--- src/rtl/uart_pkg.sv ---
// Shared UART definitions: FSM state encoding, default frame constants,
// and a small constant helper used to size counters.
package uart_pkg;

  typedef enum logic [1:0] {
    IDLE  = 2'd0,
    START = 2'd1,
    DATA  = 2'd2,
    STOP  = 2'd3
  } uart_rx_state_t;

  localparam int UART_DBIT    = 8;
  localparam int UART_OVS     = 16;
  localparam int UART_SB_TICK = 16;

  function automatic int max_int(input int a, input int b);
    return (a > b) ? a : b;
  endfunction

endpackage

--- src/rtl/sync_2ff.sv ---
// Generic 1-bit double-flop synchronizer for bringing an asynchronous
// level into the i_clk domain.
//   i_clk   : destination clock
//   i_rst_n : asynchronous active-low reset, both flops load INIT
//   i_d     : asynchronous input
//   o_q     : synchronized output (2 cycles of latency)
module sync_2ff #(
  parameter logic INIT = 1'b0
) (
  input  logic i_clk,
  input  logic i_rst_n,
  input  logic i_d,
  output logic o_q
);

  logic meta_q, meta_d;
  logic sync_q, sync_d;

  always_comb begin
    meta_d = i_d;
    sync_d = meta_q;
  end

  always_ff @(posedge i_clk or negedge i_rst_n) begin
    if (!i_rst_n) begin
      meta_q <= INIT;
      sync_q <= INIT;
    end else begin
      meta_q <= meta_d;
      sync_q <= sync_d;
    end
  end

  assign o_q = sync_q;

endmodule

--- src/rtl/uart_rx.sv ---
// 8N1-style serial receiver driven by an oversampling baud tick.
// Deserializes i_rx LSB first and presents each byte with a one-cycle
// completion strobe and a framing-error flag.
//   i_clk       : system clock
//   i_rst_n     : asynchronous active-low reset
//   i_b_tick    : one-cycle pulse at OVERSAMPLE x baud
//   i_rx        : asynchronous serial line, idles high
//   o_data      : last received byte, held until the next o_rx_done
//   o_rx_done   : one-cycle pulse when a frame completes
//   o_frame_err : one-cycle pulse with o_rx_done when the stop bit was low
//   o_busy      : high whenever the FSM is not in IDLE
//
// state | meaning
// IDLE  | waiting for a falling edge on the synchronized line
// START | counting to mid start bit, then confirm it or reject a glitch
// DATA  | sampling DATA_BITS data bits at mid-bit, LSB first
// STOP  | waiting out the stop window, then strobe the result
module uart_rx
  import uart_pkg::*;
#(
  parameter int DATA_BITS  = UART_DBIT,
  parameter int OVERSAMPLE = UART_OVS,
  parameter int SB_TICK    = UART_SB_TICK
) (
  input  logic                 i_clk,
  input  logic                 i_rst_n,
  input  logic                 i_b_tick,
  input  logic                 i_rx,
  output logic [DATA_BITS-1:0] o_data,
  output logic                 o_rx_done,
  output logic                 o_frame_err,
  output logic                 o_busy
);

  localparam int S_W = $clog2(max_int(OVERSAMPLE, SB_TICK));
  localparam int N_W = (DATA_BITS > 1) ? $clog2(DATA_BITS) : 1;

  localparam logic [S_W-1:0] S_MID  = S_W'(OVERSAMPLE / 2 - 1);
  localparam logic [S_W-1:0] S_BIT  = S_W'(OVERSAMPLE - 1);
  localparam logic [S_W-1:0] S_STOP = S_W'(SB_TICK - 1);
  localparam logic [N_W-1:0] N_LAST = N_W'(DATA_BITS - 1);

  logic rx_s;
  logic rx_d_q, rx_d_d;
  logic start_fall;

  uart_rx_state_t       state_q, state_d;
  logic [S_W-1:0]       s_cnt_q, s_cnt_d;
  logic [N_W-1:0]       n_cnt_q, n_cnt_d;
  logic [DATA_BITS-1:0] shreg_q, shreg_d;
  logic [DATA_BITS-1:0] data_q, data_d;
  logic                 done_q, done_d;
  logic                 ferr_q, ferr_d;

  // Line idles high, so the synchronizer resets to 1 to avoid a false edge.
  sync_2ff #(
    .INIT (1'b1)
  ) u_sync_rx (
    .i_clk   (i_clk),
    .i_rst_n (i_rst_n),
    .i_d     (i_rx),
    .o_q     (rx_s)
  );

  // Edge-only start detection: a held-low line (break) cannot retrigger.
  always_comb begin
    rx_d_d     = rx_s;
    start_fall = rx_d_q & ~rx_s;
  end

  always_comb begin
    state_d = state_q;
    s_cnt_d = s_cnt_q;
    n_cnt_d = n_cnt_q;
    shreg_d = shreg_q;
    data_d  = data_q;
    done_d  = 1'b0;
    ferr_d  = 1'b0;

    case (state_q)
      IDLE: begin
        if (start_fall) begin
          state_d = START;
          s_cnt_d = '0;
        end
      end

      START: begin
        if (i_b_tick) begin
          if (s_cnt_q == S_MID) begin
            if (!rx_s) begin
              state_d = DATA;
              s_cnt_d = '0;
              n_cnt_d = '0;
            end else begin
              state_d = IDLE;
            end
          end else begin
            s_cnt_d = s_cnt_q + S_W'(1);
          end
        end
      end

      DATA: begin
        if (i_b_tick) begin
          if (s_cnt_q == S_BIT) begin
            s_cnt_d = '0;
            shreg_d = {rx_s, shreg_q[DATA_BITS-1:1]};
            if (n_cnt_q == N_LAST) begin
              state_d = STOP;
            end else begin
              n_cnt_d = n_cnt_q + N_W'(1);
            end
          end else begin
            s_cnt_d = s_cnt_q + S_W'(1);
          end
        end
      end

      STOP: begin
        if (i_b_tick) begin
          if (s_cnt_q == S_STOP) begin
            // A bad stop bit still delivers the byte; the flag lets the
            // consumer decide whether to keep it.
            data_d  = shreg_q;
            done_d  = 1'b1;
            ferr_d  = ~rx_s;
            state_d = IDLE;
          end else begin
            s_cnt_d = s_cnt_q + S_W'(1);
          end
        end
      end

      default: state_d = IDLE;
    endcase
  end

  always_ff @(posedge i_clk or negedge i_rst_n) begin
    if (!i_rst_n) begin
      rx_d_q  <= 1'b1;
      state_q <= IDLE;
      s_cnt_q <= '0;
      n_cnt_q <= '0;
      shreg_q <= '0;
      data_q  <= '0;
      done_q  <= 1'b0;
      ferr_q  <= 1'b0;
    end else begin
      rx_d_q  <= rx_d_d;
      state_q <= state_d;
      s_cnt_q <= s_cnt_d;
      n_cnt_q <= n_cnt_d;
      shreg_q <= shreg_d;
      data_q  <= data_d;
      done_q  <= done_d;
      ferr_q  <= ferr_d;
    end
  end

  assign o_data      = data_q;
  assign o_rx_done   = done_q;
  assign o_frame_err = ferr_q;
  assign o_busy      = (state_q != IDLE);

endmodule

--- config.mk ---
export PLATFORM = sky130hd
export DESIGN_NAME = uart_rx
export DESIGN_NICKNAME = d
export VERILOG_FILES = /design/src/rtl/uart_pkg.sv /design/src/rtl/sync_2ff.sv /design/src/rtl/uart_rx.sv
export SDC_FILE = /design/constraint.sdc
export NUM_CORES = 1
export LEC_CHECK = 0
export ABC_AREA = 1
export CAP_MARGIN = 20
export CELL_PAD_IN_SITES_DETAIL_PLACEMENT = 0
export CELL_PAD_IN_SITES_GLOBAL_PLACEMENT = 1
export CORE_MARGIN = 1.5
export CORE_UTILIZATION = 40
export DETAILED_ROUTE_END_ITERATION = 7
export GPL_TIMING_DRIVEN = 0
export PLACE_DENSITY = 0.75
export SLEW_MARGIN = 20
export SYNTH_ARGS = -nofsm -noshare
export SYNTH_HDL_FRONTEND = slang
export SYNTH_SLANG_ARGS = --single-unit
--- constraint.sdc ---
create_clock -name i_clk -period 2.17 [get_ports i_clk]
set_clock_uncertainty 0.2 [all_clocks]
set_input_delay 0.3255 -clock i_clk [delete_from_list [all_inputs] [get_ports i_clk]]
set_output_delay 0.3255 -clock i_clk [all_outputs]
set_load 0.02 [all_outputs]
==> summary by stage, run 1 <==
Routing
The detailed-routing iteration count for the pre-antenna-repair pass is 4. The met2 wire length is 1.38 mm. The routed metal-1 wirelength is 1.29 mm.

The detailed route wirelength on metal3 is 97 um. The final routed DRC violation total is 0. The detailed router finished its first iteration with 38 violations.

The highest metal layer carrying signal wires in the routed design is met4. The ratio of routed vias to standard cells is 4.68. The residual antenna-violating net count after detailed routing is 0. The final layout contains routed wiring with a total length of 2.81 mm.

After detailed routing, the average wire length per cell comes to 11.8 um. The routed layout has 1,113 vias.

Yosys
Synthesis instantiated 26 different standard cells from the library. Synthesis produced 167 cells. The proportion of synthesized flip-flops having asynchronous set or reset is 1.00. The combined area of all synthesized cells is 0.00151 sq mm. The net count after synthesis is 174. The number of flip-flops and latches in the synthesized netlist is 30. Of the synthesized area, sequential elements account for 0.500.

The count of synthesis-stage warnings from yosys is 0. The post-synthesis area per instance is 9.04 sq um. In the synthesized netlist the dominant register cell turns out to be sky130_fd_sc_hd__dfrtp_1. In this run, synthesis inferred 0 flip-flops with an integrated enable.

Pwr
The cell area power density is 941 mW/mm^2. The cell leakage power is 0.906 nW. The worst voltage drop across the vdd grid is 0.579 mV.

Critical path
The type of the worst setup path is register to primary output. STA classifies the critical path startpoint as a register. The critical path's slowest cell is sky130_fd_sc_hd__clkdlybuf4s50_1.

The highest net fanout along the worst path is 6. The arrival time at the worst endpoint is 1.57 ns. The endpoint type of the worst setup path is a primary output. The longest individual stage delay on the worst path is 0.61 ns. The required time reported for the critical path endpoint is 1.64 ns.

Traced cell by cell, the critical path runs through inv_2, nand2_2, clkdlybuf4s50_1.

Die
15 I/O pins were placed. The overall die area is 0.00415 sq mm. After floorplanning, the core was sized to cover 0.00363 sq mm. After floorplanning, the core was divided into 22 placement rows. In this run the horizontal extent of the chip is 64.4 um. The initial utilization of the core area, before any placement, comes to 0.416. The chip height is 64.4 um.

CTS
In this run the clock root is driven by a sky130_fd_sc_hd__clkbuf_8. The count of H-tree levels built during CTS is 2. After clock tree synthesis, the clock-pin slew on the worst setup and hold paths is 0.06 ns. The TritonCTS sink count is 30. The maximum buffer depth of the clock tree is 2. The number of buffers created by CTS is 5. Once the clock tree was built, the resizer swapped 0 gates to a different size.

TritonCTS built the clock tree. The clock insertion delay at the later pin of the skew report is 0.27 ns.

Final layout
The number of antenna repair diodes is 0. Of the cells placed in the final design, the portion with a size suffix greater than 1 is 0.253. Compared with the post-synthesis result, the final layout area differs by 19.6%.

The net total in the final layout is 196.

STA
The final worst hold slack is 0.156 ns. Setup repair after global routing left no endpoint under its margin. The final number of max-transition violations is 0.

The final-report hold violation count was 0. The total setup violations reported at the end of the flow is 0. The routed design could run at a clock period as short as 2.09 ns. Dividing the final minimum period by the clock period gives 0.965. For the pin with the worst max-slew slack, the measured transition is 0.669 ns. In the final timing run, aggregate negative setup slack is 0 ns. The worst slew margin relative to its limit is 0.554. Static timing analysis puts the maximum clock frequency at 478 MHz.

Place
Input and output buffers added on the ports amount to 14. The sum of net half-perimeters after detailed placement is 2.02 mm. Routability-driven placement finished with a final weighted congestion of 0.807.

Run status
The flow ran to the end, and the final reports show no timing, DRC or antenna violations.

Global routing
The wire length of the first global-routing pass is 5.11 mm. The number of antenna violations at the first check in global routing is 0. The via count of the first global-routing pass is 1,160. Global routing finished with a remaining overflow of 0. The total routing usage reported by global routing is 0.161. The largest net degree at the start of global routing is 31.

Run
The reported max-cap violation count is 0.

Hold path
The worst min-delay path class is register to register.
## worst max-delay path: cells and delay by family (launching register included)
family | cells | cell delay [ns]
buffers and inverters | 2 | 0.74
flip-flops | 1 | 0.44
AND/OR/NAND/NOR | 1 | 0.12
## routing by layer
layer | global-route usage | up-vias
li1 | - | 567
met1 | 0.194 | 524
met2 | 0.275 | 18
met3 | 0.0399 | 4
met4 | 0.0718 | 0
met5 | 0 | -
## stage by stage
step                      worst slack (ns)  cell area (sq um)  cells  utilization  power (mW)
after floorplan                      0.601               1510    167            -        1.13
after global placement               0.101               1710    229        0.471        1.25
after detailed placement             0.124               1710    229        0.469        1.26
after CTS                           0.0620               1810    238        0.497        1.73
after global routing                0.0126               1810    238        0.497        1.82
final                               0.0761               1810    238        0.497        1.70
## where the power goes
group	total [mW]	switching, mW	internal [mW]	leakage (nW)
clock	0.456	0.200	0.255	0.0482
sequential	0.688	0.0651	0.623	0.384
combinational	0.557	0.364	0.193	0.474
## final cells by class
| class | count | area, sq um |
|---|---|---|
| buffer | 3 | 30.0 |
| clock inverter | 1 | 5.00 |
| sequential | 30 | 754 |
| fill | 381 | 1830 |
| timing repair buffer | 15 | 145 |
| inverter | 23 | 87.6 |
| multi-input combinational | 111 | 638 |
| tap | 48 | 60.1 |
| clock buffer | 7 | 86.3 |
## synth_stat cells (2+ instances only)
cell | instances | area share
sky130_fd_sc_hd__nor2_1 | 6 | 0.015
sky130_fd_sc_hd__ha_1 | 3 | 0.025
sky130_fd_sc_hd__inv_2 | 5 | 0.012
sky130_fd_sc_hd__xor2_1 | 2 | 0.012
sky130_fd_sc_hd__inv_1 | 17 | 0.042
sky130_fd_sc_hd__nand2_2 | 8 | 0.033
sky130_fd_sc_hd__dfstp_2 | 3 | 0.052
sky130_fd_sc_hd__o21ai_1 | 6 | 0.020
sky130_fd_sc_hd__nor2_4 | 4 | 0.030
sky130_fd_sc_hd__nand2_1 | 48 | 0.12
sky130_fd_sc_hd__o21ai_2 | 10 | 0.058
sky130_fd_sc_hd__dfrtp_1 | 27 | 0.45
sky130_fd_sc_hd__buf_6 | 2 | 0.015
sky130_fd_sc_hd__nand3_1 | 13 | 0.043
sky130_fd_sc_hd__nand2_4 | 2 | 0.015
## worst paths after layout
kind / from / to / slack (ns) / cells past startpoint
hold / removal: u_sync_rx.meta_q$_DFF_PN1_ / u_sync_rx.o_q$_DFF_PN1_ / 0.16 / 0
min in group asynchronous: i_rst_n / shreg_q[3]$_DFFE_PN0P_ / 0.41 / 2
setup / recovery: state_q[0]$_DFFE_PN0P_ / o_busy / 0.08 / 3
max in group asynchronous: i_rst_n / shreg_q[0]$_DFFE_PN0P_ / 0.92 / 2
setup reg to reg: s_cnt_q[0]$_DFFE_PN0P_ / o_data[3]$_DFFE_PN0P_ / 0.45 / 8
hold reg to reg: u_sync_rx.meta_q$_DFF_PN1_ / u_sync_rx.o_q$_DFF_PN1_ / 0.16 / 0
## cell families (layout without fill, tap and decap cells)
logic type,count (synthesis),count (layout),synth area share
adders and majority gates,3,3,0.0249
buffers and inverters,26,49,0.0779
and+or+nand+nor,87,87,0.296
AOI/OAI and AO/OA,18,18,0.0845
DFF,30,30,0.500
xor gates and xnor gates,3,3,0.0174
## layout by cell type, fill, tap and decap left out, drive strengths merged
master,n
dfstp,3
dlygate4sd3,1
ha,3
inv,22
xor2,2
a21oi,1
nor3,2
clkbuf,7
dfrtp,27
o21ai,17
buf,4
clkinv,2
clkdlybuf4s50,13
nor2,11
xnor2,1
nand3,15
nand2,58
nand4,1
## registers in the layout (all words and copies together), names as in the netlist, named ones only
register          count
s_cnt_q               4
rx_d_q                1
u_sync_rx.o_q         1
state_q               1
n_cnt_q               3
u_sync_rx.meta_q      1
shreg_q               8
o_frame_err           1
o_rx_done             1
o_data                8
## repair_timing
item                       CTS  global route
hold buffers                 1             0
buffers inserted             0             0
setup endpoints to repair    0             0
hold endpoints to repair    27             0
Note: power is estimated with default switching activity, not from simulation.
==> run 2: changes to the inputs <==
PLACE_DENSITY = unset   (was 0.75)
PLACE_DENSITY_LB_ADDON = 0.1   (was unset)
==> run 2 against run 1 <==
Design area grew 1.2%. Sequential share of layout area is 0.49 points lower. Register-to-register slack barely moved. Via count is 1.3% lower. Sequential power barely moved. Combinational power up 0.7%. Power rose by 6.5%. Setup slack improved by 0.017 ns. Critical path depth unchanged. Critical endpoint unchanged. Largest power group unchanged. Highest routed layer unchanged.
==> summary by stage, run 2 (same netlist as run 1, synthesis figures left out) <==
Routing
The ratio of routed vias to standard cells is 4.64 (-0.84%). The final routed wire length divided by cell count is 11.2 um (-4.7%). The violation count after the first detailed-route iteration came to 42 (+11%). The total via count in the routed design came to 1,099 (-1.3%).

The aggregate routed wire length is 2.66 mm (-5.1%). The final routed DRC violation total came to 0 (unchanged). The residual antenna-violating net count after detailed routing came to 0 (unchanged).

The detailed-routing iteration count for the pre-antenna-repair pass is 4 (unchanged).

Hold path
The worst hold path belongs to the class register to register.

Pwr
The total internal power is 1.18 mW (+10%). The reported net switching power was 629 uW (about the same). The clock power share is 0.312 (+0.044).

The cell area power density came to 991 mW/mm^2 (+5.3%). The worst voltage drop across the vdd grid came to 0.669 mV (+16%). The sequential power share is 0.378 (-0.027).

The cell leakage power is 0.915 nW (+1.0%). The combinational share of power was 0.310 (-0.018). The fraction of power spent switching nets is 0.347 (-0.0227).

Final layout
The layout overhead on the synthesized area is 21.0%. The final core area utilization is 0.503 (+0.00585). The top cell types in the final layout, fill and taps aside, are sky130_fd_sc_hd__nand2_1 (48), sky130_fd_sc_hd__dfrtp_1 (27), sky130_fd_sc_hd__inv_1 (17).

The number of antenna repair diodes is 0 (unchanged). The layout cell share with drive strength beyond 1 came to 0.254 (+0.00134). The net total in the final layout is 196 (unchanged). The library cell used most frequently in the layout, excluding fill and tap cells, is sky130_fd_sc_hd__nand2_1.

The number of filler cells placed in the layout is 365 (-4.2%). The number of non-filler instances in the completed layout is 237 (-0.42%).

Global routing
The largest net degree at the start of global routing came to 31 (unchanged). The total routing usage reported by global routing was 0.151 (-0.0100). The remaining global-route overflow is 0 (unchanged).

The number of antenna violations at the first check in global routing is 0 (unchanged). The via count of the first global-routing pass came to 1,064 (-8.3%). The wire length of the first global-routing pass came to 4.84 mm (-5.2%).

Die
The chip height came to 64.4 um (unchanged). The number of placement rows came to 22 (unchanged). The overall die area is 0.00415 sq mm (unchanged).

The number of I/O pins came to 15 (unchanged). The effective utilization at floorplan came to 0.416 (unchanged). The horizontal die dimension is 64.4 um (unchanged). The placeable core region is 0.00363 sq mm (unchanged).

Critical path
The slowest stage of the critical path is the sky130_fd_sc_hd__clkdlybuf4s50_1 cell. The longest individual stage delay on the worst path is 0.61 ns (about the same). The required time reported for the critical path endpoint was 1.64 ns (about the same).

The critical path in this run is classified as register to primary output. The highest net fanout along the worst path is 6 (unchanged). STA classifies the critical path startpoint as a register. Traced cell by cell, the critical path runs through inv_2, nand2_2, clkdlybuf4s50_1. The arrival time at the worst endpoint is 1.55 ns (-0.02 ns). The endpoint type of the worst setup path is a primary output.

STA
The total setup violations reported at the end of the flow is 0 (unchanged). Setup repair after global routing left no endpoint under its margin. The worst path setup slack after routing is 0.0926 ns (+0.0165 ns).

The final critical-path share of the clock period came to 0.957 (-0.00762). The worst slew margin relative to its limit is 0.559 (+0.00517). The time the worst path needs with I/O delays and setup is 2.08 ns (-0.0165 ns). The transition time at the pin with the least slew margin was 0.661 ns (-0.00776 ns). The final number of max-transition violations is 0 (unchanged).

The final-report hold violation count is 0 (unchanged). The setup total negative slack was 0 ns (unchanged). The fmax came to 481 MHz (+0.80%).

Place
The final RePlAce weighted congestion came to 0.771 (-4.5%). The sum of net half-perimeters after detailed placement is 1.88 mm (-6.7%). The placed cell count is 229 (unchanged). The port buffer count is 14 (unchanged).

The pre-CTS setup slack came to 0.0884 ns (-0.0355 ns).

CTS
The count of H-tree levels built during CTS is 2 (unchanged). The clock slew at the register clock pins of the worst setup and hold paths is 0.06 ns (about the same). The clock insertion delay at the later pin of the skew report came to 0.27 ns (about the same). The tree is rooted in a sky130_fd_sc_hd__clkbuf_8.

The CTS tree is yes. The maximum buffer depth of the clock tree is 2 (unchanged). The number of buffers created by CTS is 5 (unchanged). The TritonCTS sink count is 30 (unchanged). The post-cts resize count is 0 (unchanged).

Run status
The flow ran to the end, and the final reports show no timing, DRC or antenna violations.

Run
The reported max-cap violation count is 0 (unchanged).
-- run 2: cell count changes in the layout (fill, tap and decap cells not counted) --
cell and change:
sky130_fd_sc_hd__bufinv_16 +1, sky130_fd_sc_hd__clkinv_2 -1, sky130_fd_sc_hd__clkbuf_1 -1
-- run 2: through the flow --
stage          cell area [sq um]  hold slack (ns)  power [mW]
2_1_floorplan               1510           -0.170        1.13
3_3_place_gp                1710            0.147        1.25
3_5_place_dp                1710            0.153        1.25
4_1_cts                     1830            0.157        1.83
5_1_grt                     1830            0.161        1.94
6_report                    1830            0.154        1.81
-- run 2: final timing paths --
kind | startpoint | end | slack (ns) | cells after the start
max in group asynchronous | i_rst_n | n_cnt_q[0]$_DFFE_PN0P_ | 0.92 | 2
setup / recovery | state_q[0]$_DFFE_PN0P_ | o_busy | 0.09 | 3
min in group asynchronous | i_rst_n | async pin | 0.42 | 2
hold reg to reg | u_sync_rx.meta_q$_DFF_PN1_ | u_sync_rx.o_q$_DFF_PN1_ | 0.15 | 0
setup reg to reg | s_cnt_q[0]$_DFFE_PN0P_ | o_data[5]$_DFFE_PN0P_ | 0.45 | 8
hold / removal | u_sync_rx.meta_q$_DFF_PN1_ | u_sync_rx.o_q$_DFF_PN1_ | 0.15 | 0
-- run 2: repair_timing --
action	in CTS	in global routing
hold buffers	1	0
endpoints found under the hold margin	27	0
setup buffers	0	0
-- run 2: area by class of cell --
cell class              count  area [sq um]  share of cell area
repair buffers             15           145              0.0794
clock inverters             1          30.0              0.0164
well taps                  48          60.1              0.0329
clock buffers               6          82.6              0.0452
inverters                  23          87.6              0.0479
multi-input cells         111           638               0.349
flip-flops and latches     30           754               0.413
plain buffers               3          30.0              0.0164
-- run 2: critical path: cells and delay by family, from the launching register on --
| kind | cells | cell delay (ns) |
|---|---|---|
| simple gates | 1 | 0.12 |
| flops | 1 | 0.43 |
| buf+inv | 2 | 0.73 |
-- run 2: power groups by stage --
stage	combinational (mW)	clock, mW	sequential [mW]
detailed placement	0.559	0	0.695
CTS	0.563	0.582	0.684
global route	0.636	0.610	0.695
finish	0.561	0.565	0.685
global placement	0.554	0	0.693
floorplan	0.443	0	0.684
-- run 2: metal layers --
metal	track usage	up-vias	part of all wire
met5	0	-	0
met4	0.0479	0	0.016
met3	0.0469	5	0.032
met2	0.220	13	0.41
met1	0.216	517	0.54
li1	-	564	-
==> run 3: changes to the inputs <==
CORE_UTILIZATION = 42   (was 40)
==> run 3 against run 2 <==
Die area shrank 4.5%. Sequential power is essentially flat. Global-route usage grew 0.49 points. Setup slack gained 0.16 ns. Clock power shrank 36%. Combinational power shrank 2%. Sequential cell count is the same. Hold slack gained 0.0074 ns. Utilization grew 2.1 points. Largest cell class unchanged.
==> summary by stage, run 3 (same netlist as run 1, synthesis figures left out) <==
Critical path
The longest individual stage delay on the worst path was 0.45 ns (-0.16 ns). The kind of start point of the critical path is a register. The arrival time at the worst endpoint is 1.39 ns (-0.16 ns).

The required time reported for the critical path endpoint is 1.64 ns (about the same). Walking the worst path, the cells encountered are inv_2, nand2_2, dlygate4sd2_1. The critical path startpoint is state_q[0]$_DFFE_PN0P_.

The reg-to-reg setup timing slack is 0.42 ns (-0.03 ns). The depth of the worst register-to-register path is 8 (unchanged). The number of buffers and inverters on the critical path came to 2 (unchanged). The most critical setup path has its endpoint at o_busy. The total stage count of the critical path was 3 (unchanged). The cell family contributing the most delay on the critical path is buffers and inverters. The worst flop-to-flop path endpoint is o_data[4]$_DFFE_PN0P_. The type of the worst setup path is register to primary output. The highest net fanout along the worst path was 6 (unchanged). The endpoint type of the worst setup path is a primary output. The critical path's slowest cell is sky130_fd_sc_hd__dfrtp_1. The start of the worst register-to-register path is s_cnt_q[0]$_DFFE_PN0P_.

Routing
The aggregate routed wire length is 2.65 mm (-0.41%). The detailed-routing iteration count for the pre-antenna-repair pass was 4 (unchanged). The final routed DRC violation total is 0 (unchanged).

The residual antenna-violating net count after detailed routing is 0 (unchanged). The ratio of routed vias to standard cells is 4.57 (-1.4%). The final routed wire length divided by cell count came to 11.2 um (about the same). The violation count after the first detailed-route iteration is 36 (-14%). The total via count in the routed design is 1,079 (-1.8%).

STA
The setup total negative slack was 0 ns (unchanged). The final worst hold slack is 0.161 ns (+0.00742 ns). The transition time at the pin with the least slew margin is 0.661 ns (+0.000250 ns).

The final-report hold violation count is 0 (unchanged). The final number of max-transition violations is 0 (unchanged). The total setup violations reported at the end of the flow is 0 (unchanged). Setup repair after global routing left no endpoint under its margin. The final critical-path share of the clock period is 0.882 (-0.0749). The fmax is 522 MHz (+8.5%).

The worst path setup slack after routing is 0.255 ns (+0.163 ns). The worst slew margin relative to its limit is 0.559 (about the same). The time the worst path needs with I/O delays and setup came to 1.91 ns (-0.163 ns).

Place
The sum of net half-perimeters after detailed placement is 1.92 mm (+1.8%). The pre-CTS setup slack is 0.133 ns (+0.0447 ns). The final RePlAce weighted congestion was 0.737 (-4.3%). The port buffer count is 14 (unchanged). The placed cell count is 227 (-0.87%).

Die
The chip height is 63.0 um (-2.3%). The horizontal die dimension is 63.0 um (-2.3%). The effective utilization at floorplan was 0.446 (+0.0299). The number of placement rows was 21 (-4.5%). The number of I/O pins came to 15 (unchanged). The placeable core region is 0.00339 sq mm (-6.7%). The overall die area was 0.00396 sq mm (-4.5%).

Global routing
The largest net degree at the start of global routing is 31 (unchanged). The wire length of the first global-routing pass came to 4.86 mm (+0.43%). The via count of the first global-routing pass is 1,040 (-2.3%). The total routing usage reported by global routing is 0.156 (+0.00487).

The met3 capacity usage during global routing is 0.0486 (+0.00177). The global-route track usage on met2 came to 0.238 (+0.0180). The remaining global-route overflow is 0 (unchanged). The number of antenna violations at the first check in global routing is 0 (unchanged). The met1 capacity usage during global routing is 0.215 (-0.000941).

met2 is the most crowded layer.

Final layout
The number of non-filler instances in the completed layout came to 236 (-0.42%). The net total in the final layout is 196 (unchanged). The number of antenna repair diodes is 0 (unchanged). The top cell types in the final layout, fill and taps aside, are sky130_fd_sc_hd__nand2_1 (48), sky130_fd_sc_hd__dfrtp_1 (27), sky130_fd_sc_hd__inv_1 (17). The library cell used most frequently in the layout, excluding fill and tap cells, is sky130_fd_sc_hd__nand2_1.

The layout overhead on the synthesized area is 17.6%. The layout cell share with drive strength beyond 1 is 0.258 (+0.00393).

CTS
The clock insertion delay at the later pin of the skew report is 0.33 ns (+0.06 ns). The maximum buffer depth of the clock tree is 2 (unchanged). The TritonCTS sink count came to 30 (unchanged). The clock slew at the register clock pins of the worst setup and hold paths is 0.10 ns (+0.04 ns). TritonCTS built the clock tree.

The buffer type at the clock tree root is sky130_fd_sc_hd__clkbuf_4. The count of buffers added by post-CTS timing repair for setup is 0 (unchanged). The count of H-tree levels built during CTS was 2 (unchanged). The number of buffers created by CTS came to 5 (unchanged).

Pwr
The cell area power density is 899 mW/mm^2 (-9.3%). The cell leakage power was 0.893 nW (-2.4%). The worst voltage drop across the vdd grid is 0.458 mV (-32%).

Run
The reported max-cap violation count was 0 (unchanged).

Run status
The run finished with clean final reports.

Hold path
The worst min-delay path class is register to register.
run 3: cell count changes in the layout (fill, tap and decap cells not counted):
cell / previous run / this run
sky130_fd_sc_hd__bufinv_16: 1 / 0
sky130_fd_sc_hd__clkbuf_4: 0 / 5
sky130_fd_sc_hd__clkbuf_8: 6 / 1
sky130_fd_sc_hd__clkdlybuf4s50_1: 13 / 12
sky130_fd_sc_hd__clkinv_2: 1 / 2
sky130_fd_sc_hd__clkinvlp_4: 0 / 1
sky130_fd_sc_hd__dlygate4sd2_1: 0 / 1
run 3: worst register-to-register path: cells and delay by family (launching register included):
| kind | cells | cell delay, ns |
|---|---|---|
| AO/OA/AOI/OAI | 1 | 0.06 |
| adder cells (fa/ha/maj) | 1 | 0.30 |
| buffers and inverters | 3 | 0.30 |
| flip-flops | 1 | 0.43 |
| AND/OR/NAND/NOR | 3 | 0.35 |
run 3: report_power, final:
| group | switching [mW] | internal [mW] |
|---|---|---|
| combinational | 0.364 | 0.186 |
| clock | 0.204 | 0.156 |
| sequential | 0.0644 | 0.622 |
| total | 0.632 | 0.964 |
run 3: how the worst min path moves through the flow:
stage                               start                 endpoint  depth (start not counted)
3_5_place_dp   u_sync_rx.meta_q$_DFF_PN1_  u_sync_rx.o_q$_DFF_PN1_                          0
2_1_floorplan                     i_rst_n                async pin                          0
6_report       u_sync_rx.meta_q$_DFF_PN1_  u_sync_rx.o_q$_DFF_PN1_                          0
4_1_cts        u_sync_rx.meta_q$_DFF_PN1_  u_sync_rx.o_q$_DFF_PN1_                          0
5_1_grt        u_sync_rx.meta_q$_DFF_PN1_  u_sync_rx.o_q$_DFF_PN1_                          0
3_3_place_gp   u_sync_rx.meta_q$_DFF_PN1_  u_sync_rx.o_q$_DFF_PN1_                          0
run 3: metal layers:
layer  vias to the layer above  wire length [um]
li1                        567                 -
met1                       496              1380
met2                        12              1170
met3                         4                77
met4                         0                31
met5                         -                 0
run 3: repair_timing:
action	CTS	global route
hold buffers	1	0
endpoints found under the setup margin	1	0
resized for setup	1	0
hold endpoints to repair	27	0
run 3: cell type report:
type                       instances  area (sq um)
fill                             328          1610
sequential                        30           754
multi-input combinational        111           638
timing repair buffer              15           144
inverter                          23          87.6
tap                               46          57.6
clock buffer                       6          51.3
buffer                             3          30.0
clock inverter                     2          12.5
run 3: metrics by stage:
step	cell area, sq um	util	power [mW]
floorplan	1510	-	1.13
global placement	1710	0.504	1.25
detailed placement	1700	0.502	1.26
CTS	1780	0.524	1.62
global route	1780	0.524	1.73
finish	1780	0.524	1.60
